$ cat config.mk
export PLATFORM = sky130hd
export DESIGN_NAME = lc9_state_sequencer
export DESIGN_NICKNAME = d
export VERILOG_FILES = /design/src/rtl/lc9_state_sequencer.sv
export SDC_FILE = /design/constraint.sdc
export NUM_CORES = 1
export LEC_CHECK = 0
export BUFFER_PORTS_ARGS = -buffer_cell sky130_fd_sc_hd__buf_2
export CORE_MARGIN = 1
export CORE_UTILIZATION = 47
export CTS_CLUSTER_SIZE = 30
export DETAILED_ROUTE_END_ITERATION = 8
export PLACE_DENSITY = 0.83
export RECOVER_POWER = 25
export SYNTH_ARGS = -nofsm -noshare
export SYNTH_HDL_FRONTEND = slang
export SYNTH_SLANG_ARGS = --single-unit
$ cat constraint.sdc
create_clock -name clk -period 2.15 [get_ports clk]
set_input_delay 0.645 -clock clk [delete_from_list [all_inputs] [get_ports clk]]
set_output_delay 0.645 -clock clk [all_outputs]
set_load 0.02 [all_outputs]
$ cat src/rtl/lc9_state_sequencer.sv
// LogicCore9 state register and next-state logic: produces the 4-bit control code Q (0..13).
// Optional Q==7 wait timeout is enabled by defining LC9_SEQ_TIMEOUT_EN.
module lc9_state_sequencer #(
  parameter int CNT_W       = 8,
  parameter int TIMEOUT_CYC = 64
) (
  input  logic             clk,
  input  logic             rst,
  input  logic             start,
  input  logic             in_valid,
  input  logic             stall,
  input  logic             abort,
  input  logic             ack,
  output logic [3:0]       Q,
  output logic             in_rdy,
  output logic             busy,
  output logic             done,
  output logic             err,
  output logic [CNT_W-1:0] cyc_cnt
);

  typedef enum logic [3:0] {
    S_IDLE   = 4'd0,
    S_PRE1   = 4'd1,
    S_PRE2   = 4'd2,
    S_PRE3   = 4'd3,
    S_PRE4   = 4'd4,
    S_PRE5   = 4'd5,
    S_PRE6   = 4'd6,
    S_OPND2  = 4'd7,
    S_POST8  = 4'd8,
    S_POST9  = 4'd9,
    S_POST10 = 4'd10,
    S_POST11 = 4'd11,
    S_POST12 = 4'd12,
    S_DONE   = 4'd13,
    S_BAD14  = 4'd14,
    S_BAD15  = 4'd15
  } state_t;

  localparam logic [CNT_W-1:0] CNT_MAX = '1;

  logic [3:0]       q_q, q_d;
  logic             busy_q, busy_d;
  logic             err_q, err_d;
  logic [CNT_W-1:0] cnt_q, cnt_d;
  logic             timeout;
  logic             start_acc;

`ifdef LC9_SEQ_TIMEOUT_EN
  localparam int WAIT_W = $clog2(TIMEOUT_CYC + 1);

  logic [WAIT_W-1:0] wait_q, wait_d;

  // Counter idles at zero outside Q==7, so entering Q==7 always starts a fresh count.
  always_comb begin
    wait_d  = '0;
    timeout = 1'b0;
    if ((q_q == S_OPND2) && !in_valid) begin
      if (wait_q == WAIT_W'(TIMEOUT_CYC - 1)) begin
        timeout = 1'b1;
      end else begin
        wait_d = wait_q + 1'b1;
      end
    end
  end

  always_ff @(posedge clk or posedge rst) begin
    if (rst) begin
      wait_q <= '0;
    end else begin
      wait_q <= wait_d;
    end
  end
`else
  assign timeout = 1'b0;
`endif

  always_comb begin
    q_d   = q_q;
    err_d = 1'b0;
    if (q_q > S_DONE) begin
      q_d   = S_IDLE;
      err_d = 1'b1;
    end else if (abort && (q_q != S_IDLE)) begin
      q_d = S_IDLE;
    end else if (timeout) begin
      q_d   = S_IDLE;
      err_d = 1'b1;
    end else if ((q_q == S_DONE) && ack) begin
      q_d = S_IDLE;
    end else if (!stall) begin
      case (q_q)
        S_IDLE:  if (start) q_d = S_PRE1;
        S_OPND2: if (in_valid) q_d = S_POST8;
        S_DONE:  q_d = S_DONE;
        default: q_d = q_q + 4'd1;
      endcase
    end

    busy_d    = (q_d != S_IDLE);
    start_acc = (q_q == S_IDLE) && (q_d == S_PRE1);

    // The accepting cycle is the first cycle of the run, so a fresh run starts at 1.
    cnt_d = cnt_q;
    if (start_acc) begin
      cnt_d = CNT_W'(1);
    end else if ((q_q != S_IDLE) && (cnt_q != CNT_MAX)) begin
      cnt_d = cnt_q + 1'b1;
    end
  end

  always_ff @(posedge clk or posedge rst) begin
    if (rst) begin
      q_q    <= S_IDLE;
      busy_q <= 1'b0;
      err_q  <= 1'b0;
      cnt_q  <= '0;
    end else begin
      q_q    <= q_d;
      busy_q <= busy_d;
      err_q  <= err_d;
      cnt_q  <= cnt_d;
    end
  end

  assign Q       = q_q;
  assign in_rdy  = (q_q == S_IDLE) || (q_q == S_OPND2);
  assign done    = (q_q == S_DONE);
  assign busy    = busy_q;
  assign err     = err_q;
  assign cyc_cnt = cnt_q;

endmodule

==> impl_metrics.ini, run 1 <==
[power_and_ir_drop]
powerDensity_nw_per_um2 = 1560
power.internal_mw = 1.10
pwr-share-seq = 0.267
finalPower_mw = 2.09
p_clk_frac = 0.089
switching_share = 0.472
p_leak_nw = 0.611
switchingPower_mw = 0.989
vdd_drop_max_v = 0.00114
p_comb_frac = 0.645

[setup_path]
crit_fanout = 5
critPathArrivalTime_ns = 2.30
worst-setup-path-type = reg2reg
cp-end-kind = register
start_kind = register
cp.required_ns = 2.30

[logic_synthesis]
syn_area_per_cell_sq_um = 9.55
syn_area_sq_um = 946
ys_ff_latch = 14
ys_warn_count = 0
synth_edf_count = 0
ys_types = 43
synth-async-reset-ratio = 1.00
syn_nets = 110
synth_seq_area_share = 0.370
netlist_instances = 99
ys.flop_type = dfrtp_1

[sta]
finalSetupViolCount = 0
setup_slack_ns = 0.00510
rsz0062_at_grt = true
tightest_slew_ns = 0.505
hold_ws_ns = 0.372
timing.final.max_slew_violations = 0
min_period_over_period = 0.998
timing.fmax_mhz = 466
finalCriticalPeriod_ns = 2.14
setup_tns_ns = 0
max_slew_margin = 0.663
fin_skew_ns = 0.00338
final_hold_viol_count = 0

[route]
avgRoutedWirePerCell_microns = 14.7
via_per_inst = 5.69
drt-total-wl_microns = 2440
ant_nets = 0
vias = 945
drt_iter0_drc = 16
first_pass_iters = 4
drc = 0

[cells_and_area]
antennaDiodeCount = 0
layoutNonFillerInstCount = 166
drive_above_1_share = 0.454
fin_util = 0.744
stdcell_area_sq_um = 1340
area_growth_pct = 41.7
finalNetCount = 153

[job]
maxCapViolations = 0

[global_routing]
grt_overflow = 0
first_global_vias = 856
grt_util_all_layers = 0.251
grt_max_degree = 15
grt_first_pass_wirelength_microns = 3780
antenna_found_initial = 0

[die]
start_util = 0.525
fp.coreArea_sq_um = 1800
die_area_sq_um = 2200
chipWidth_microns = 46.9
rows = 15
io_pins = 23
fp.dieH_microns = 46.9

[min_path]
hp-class = in2async

[clock_network]
holdBufCountCts = 0
clock-sinks = 14
cts_tree = done
path_clk_slew_ns = 0.08
htree_levels = 1
root_buffer = clkbuf_4
cts_buffer_depth = 2
insertion_delay_ns = 0.28
numCtsBuffers = 3

[placement]
gp_congestion = 0.807
detailed_place_hpwl_microns = 1770
port_buffers = 22
placed_area_sq_um = 1190
dp_cells = 158
dpl_worst_slack_ns = -0.121

[status]
outcome = completed
[repair_timing]
action                     in CTS  in global routing
setup endpoints to repair      10                  6
pin swaps                       3                  4
gates resized for setup        12                  6
setup buffers                   2                  3
[metal layers]
metal,part of all wire,track usage,vias to the layer above
li1,-,-,451
met1,0.44,0.335,467
met2,0.52,0.408,25
met3,0.041,0.0808,2
met4,0.0025,0.0343,0
met5,0,0,-
[cell usage in the layout (no fill, tap or decap), drive strengths merged, types with 2 or more instances in the layout]
cell type  Yosys  final
ha             4      4
nor4b          2      2
o22ai          2      2
and3           2      2
a21oi          6      6
xnor2          4      4
mux2           2      2
clkbuf         0      4
a22oi          2      2
inv            5      5
o21ai          3      3
nand2b         5      5
nand3b         2      2
nand3          6      6
nor3           2      2
nor2          10     10
nand2          4      4
buf            2     40
dfrtp         14     14
[final timing paths]
path	slack [ns]	cells past startpoint	start	to
max in group asynchronous	1.41	2	rst	Q[0]
min	0.37	2	rst	cyc_cnt[3]
min reg2reg	0.59	2	cyc_cnt[1]	cyc_cnt[1]
min in group clk	0.59	2	cyc_cnt[1]	cyc_cnt[1]
max reg2reg	0.005	7	Q[1]	busy
max	0.005	7	Q[1]	busy
[logic make-up (layout without fill, tap and decap cells)]
logic type               Yosys count  after routing  synth area share
AND/OR/NAND/NOR                   44             44             0.274
AO/OA/AOI/OAI                     22             22             0.189
flip-flops                        14             14             0.370
buffers and inverters              7             49            0.0331
XOR/XNOR                           5              5            0.0463
adder cells (fa/ha/maj)            4              4            0.0529
multiplexers                       3              3            0.0344
[Yosys cell counts (2+ instances only)]
cell / n / area, sq um
nor3_1: 2 / 10.0
xnor2_1: 4 / 35.0
nand2_1: 4 / 15.0
o21ai_0: 3 / 15.0
inv_1: 5 / 18.8
a21oi_1: 6 / 30.0
nor4b_1: 2 / 17.5
and3_1: 2 / 12.5
dfrtp_1: 14 / 350
nand2b_1: 5 / 31.3
o22ai_1: 2 / 12.5
nand3b_1: 2 / 15.0
nand3_1: 6 / 30.0
nor2_1: 10 / 37.5
ha_1: 4 / 50.1
[critical path: stages (launching register included)]
cell and delay (ns):
dfrtp_2 0.45, inv_4 0.07, ha_4 0.18, and3_4 0.18, or4b_4 0.50, o22ai_2 0.19, a21oi_2 0.05, or4_1 0.41
[area by class of cell]
| type | count | area, sq um |
|---|---|---|
| Sequential cell | 14 | 353 |
| Clock buffer | 4 | 36.3 |
| Timing Repair Buffer | 40 | 251 |
| Tap cell | 25 | 31.3 |
| Fill cell | 124 | 462 |
| Inverter | 5 | 21.3 |
| Multi-Input combinational cell | 78 | 647 |
[sequential cells by signal (all words and copies together), names as in the netlist]
register	count
cyc_cnt	8
Q	4
busy	1
err	1
[power groups by stage]
stage | sequential [mW] | combinational (mW) | clock (mW)
after floorplan | 0.658 | 0.640 | 0
final | 0.558 | 1.35 | 0.185
after CTS | 0.550 | 1.28 | 0.189
after detailed placement | 0.543 | 1.18 | 0
after global placement | 0.535 | 1.14 | 0
after global routing | 0.572 | 1.47 | 0.206
(Power assumes the default switching activity.)
==> run 2, diff against run 1 <==
--- a/config.mk
+++ b/config.mk
@@ -7,10 +7,11 @@
 export LEC_CHECK = 0
 export BUFFER_PORTS_ARGS = -buffer_cell sky130_fd_sc_hd__buf_2
 export CORE_MARGIN = 1
-export CORE_UTILIZATION = 47
+export CORE_UTILIZATION = 49
+export CTS_BUF_LIST = sky130_fd_sc_hd__clkbuf_4 sky130_fd_sc_hd__clkbuf_8
 export CTS_CLUSTER_SIZE = 30
 export DETAILED_ROUTE_END_ITERATION = 8
-export PLACE_DENSITY = 0.83
+export PLACE_DENSITY = 0.86
 export RECOVER_POWER = 25
 export SYNTH_ARGS = -nofsm -noshare
 export SYNTH_HDL_FRONTEND = slang
==> run 2 against run 1 <==
Against the previous run: the run now ends with negative setup slack left; via count increased by 0.42%; sequential power about the same; total power increased by 4.8%; non-clock buffer count unchanged; clock-buffer cell count unchanged; highest routed layer unchanged.
==> impl_metrics.ini, run 2 (synthesis gave the netlist of run 1 again) <==
[clock_network]
holdBufCountCts = 0
numCtsBuffers = 3
path_clk_slew_ns = 0.08
htree_levels = 1
root_buffer = clkbuf_4
cts_buffer_depth = 2
cts_tree = done
clock-sinks = 14
insertion_delay_ns = 0.27

[cells_and_area]
antennaDiodeCount = 0
multi_input_area_sq_um = 678
final-seq-area_sq_um = 353
layoutNonFillerInstCount = 166
finalNetCount = 153
stdcell_area_sq_um = 1370
largest_reg_flops = 8
area_growth_pct = 45.1
fillers = 126
layout_commonest_cell = buf_2
drive_above_1_share = 0.475
final_cell_mix = buf_2 (21), buf_4 (16), dfrtp_1 (12)

[power_and_ir_drop]
switching_share = 0.473
vdd_drop_max_v = 0.00104
powerDensity_nw_per_um2 = 1600
switchingPower_mw = 1.04
p_leak_nw = 0.616
power.internal_mw = 1.16
pwr-share-seq = 0.255
p_comb_frac = 0.670
p_clk_frac = 0.075

[die]
start_util = 0.536
die_area_sq_um = 2110
fp.dieH_microns = 45.9
fp.coreArea_sq_um = 1760
rows = 15
io_pins = 23
chipWidth_microns = 45.9

[placement]
dp_cells = 160
placed_area_sq_um = 1210
gp_congestion = 1.01
detailed_place_hpwl_microns = 1790
port_buffers = 22

[global_routing]
grt_overflow = 0
met2_usage = 0.389
use_met3 = 0.0754
grt_max_degree = 15
antenna_found_initial = 0
grt_util_all_layers = 0.250
top_usage_layer = met2
grt_first_pass_wirelength_microns = 3740
grt_util_met1 = 0.328
first_global_vias = 873

[sta]
timing.final.max_slew_violations = 0
rsz0062_at_grt = true
tightest_slew_ns = 0.519
min_period_over_period = 1.00
finalCriticalPeriod_ns = 2.15
fin_skew_ns = 0.00296
timing.fmax_mhz = 464
max_slew_margin = 0.653
final_hold_viol_count = 0
setup_slack_ns = -0.00335
finalSetupViolCount = 1

[route]
ant_nets = 0
vias = 949
drt-total-wl_microns = 2560
via_per_inst = 5.72
drt_iter0_drc = 16
drc = 0
avgRoutedWirePerCell_microns = 15.4
first_pass_iters = 4

[setup_path]
critPathArrivalTime_ns = 2.30
crit_fanout = 4
worst-setup-path-type = reg2reg
start_kind = register
cp.required_ns = 2.30
cp-end-kind = register

[min_path]
hp-class = in2async

[job]
maxCapViolations = 0

[status]
outcome = finished with violations
violations = negative setup slack
-- run 2: path summary, 6_finish.rpt --
kind                            start          to  slack, ns  cells after the start
setup / recovery                 Q[0]        busy     -0.003                      8
hold / removal                    rst  cyc_cnt[3]       0.39                      2
setup reg to reg                 Q[0]        busy     -0.003                      8
hold reg to reg            cyc_cnt[0]  cyc_cnt[0]       0.58                      2
max in group asynchronous         rst        Q[0]       1.39                      2
min in group clk           cyc_cnt[0]  cyc_cnt[0]       0.58                      2
-- run 2: repair_timing --
action | in CTS | in global routing
buffers inserted | 1 | 2
endpoints found under the setup margin | 6 | 10
pin swaps | 5 | 4
gates resized for setup | 8 | 14
-- run 2: critical path, cell delays in order, from the launching register on --
cell and delay (ns):
dfrtp_2 0.43, inv_2 0.07, ha_4 0.16, buf_4 0.15, nand4bb_4 0.10, or4b_4 0.50
o22ai_2 0.17, a21oi_2 0.05, or4_1 0.40
-- run 2: cell type report --
type,instances,area share
Tap cell,25,0.0228
Sequential cell,14,0.257
Clock buffer,4,0.0219
Multi-Input combinational cell,78,0.494
Timing Repair Buffer,40,0.189
Inverter,5,0.0155
-- run 2: metrics by stage --
stage	total power, mW	TNS, ns	hold WS, ns	setup WS, ns	util
2_1_floorplan	1.30	-0.00498	0.534	-0.00498	-
3_3_place_gp	1.73	-0.0244	0.549	-0.0244	0.686
3_5_place_dp	1.76	-0.0533	0.565	-0.0364	0.686
4_1_cts	1.98	0	0.404	0.00254	0.718
5_1_grt	2.34	-0.294	0.434	-0.0798	0.778
6_report	2.19	-0.00335	0.389	-0.00335	0.778
-- run 2: power by group through the flow --
stage / logic, mW / clock network [mW] / registers (mW)
after floorplan: 0.640 / 0 / 0.658
after global placement: 1.20 / 0 / 0.532
after detailed placement: 1.22 / 0 / 0.541
after CTS: 1.27 / 0.169 / 0.540
after global routing: 1.58 / 0.182 / 0.572
final: 1.47 / 0.164 / 0.560
-- run 2: per-layer routing --
layer,routed length [microns],part of all wire
met3,117,0.046
met2,1220,0.48
met4,62,0.024
met5,0,0
met1,1160,0.45
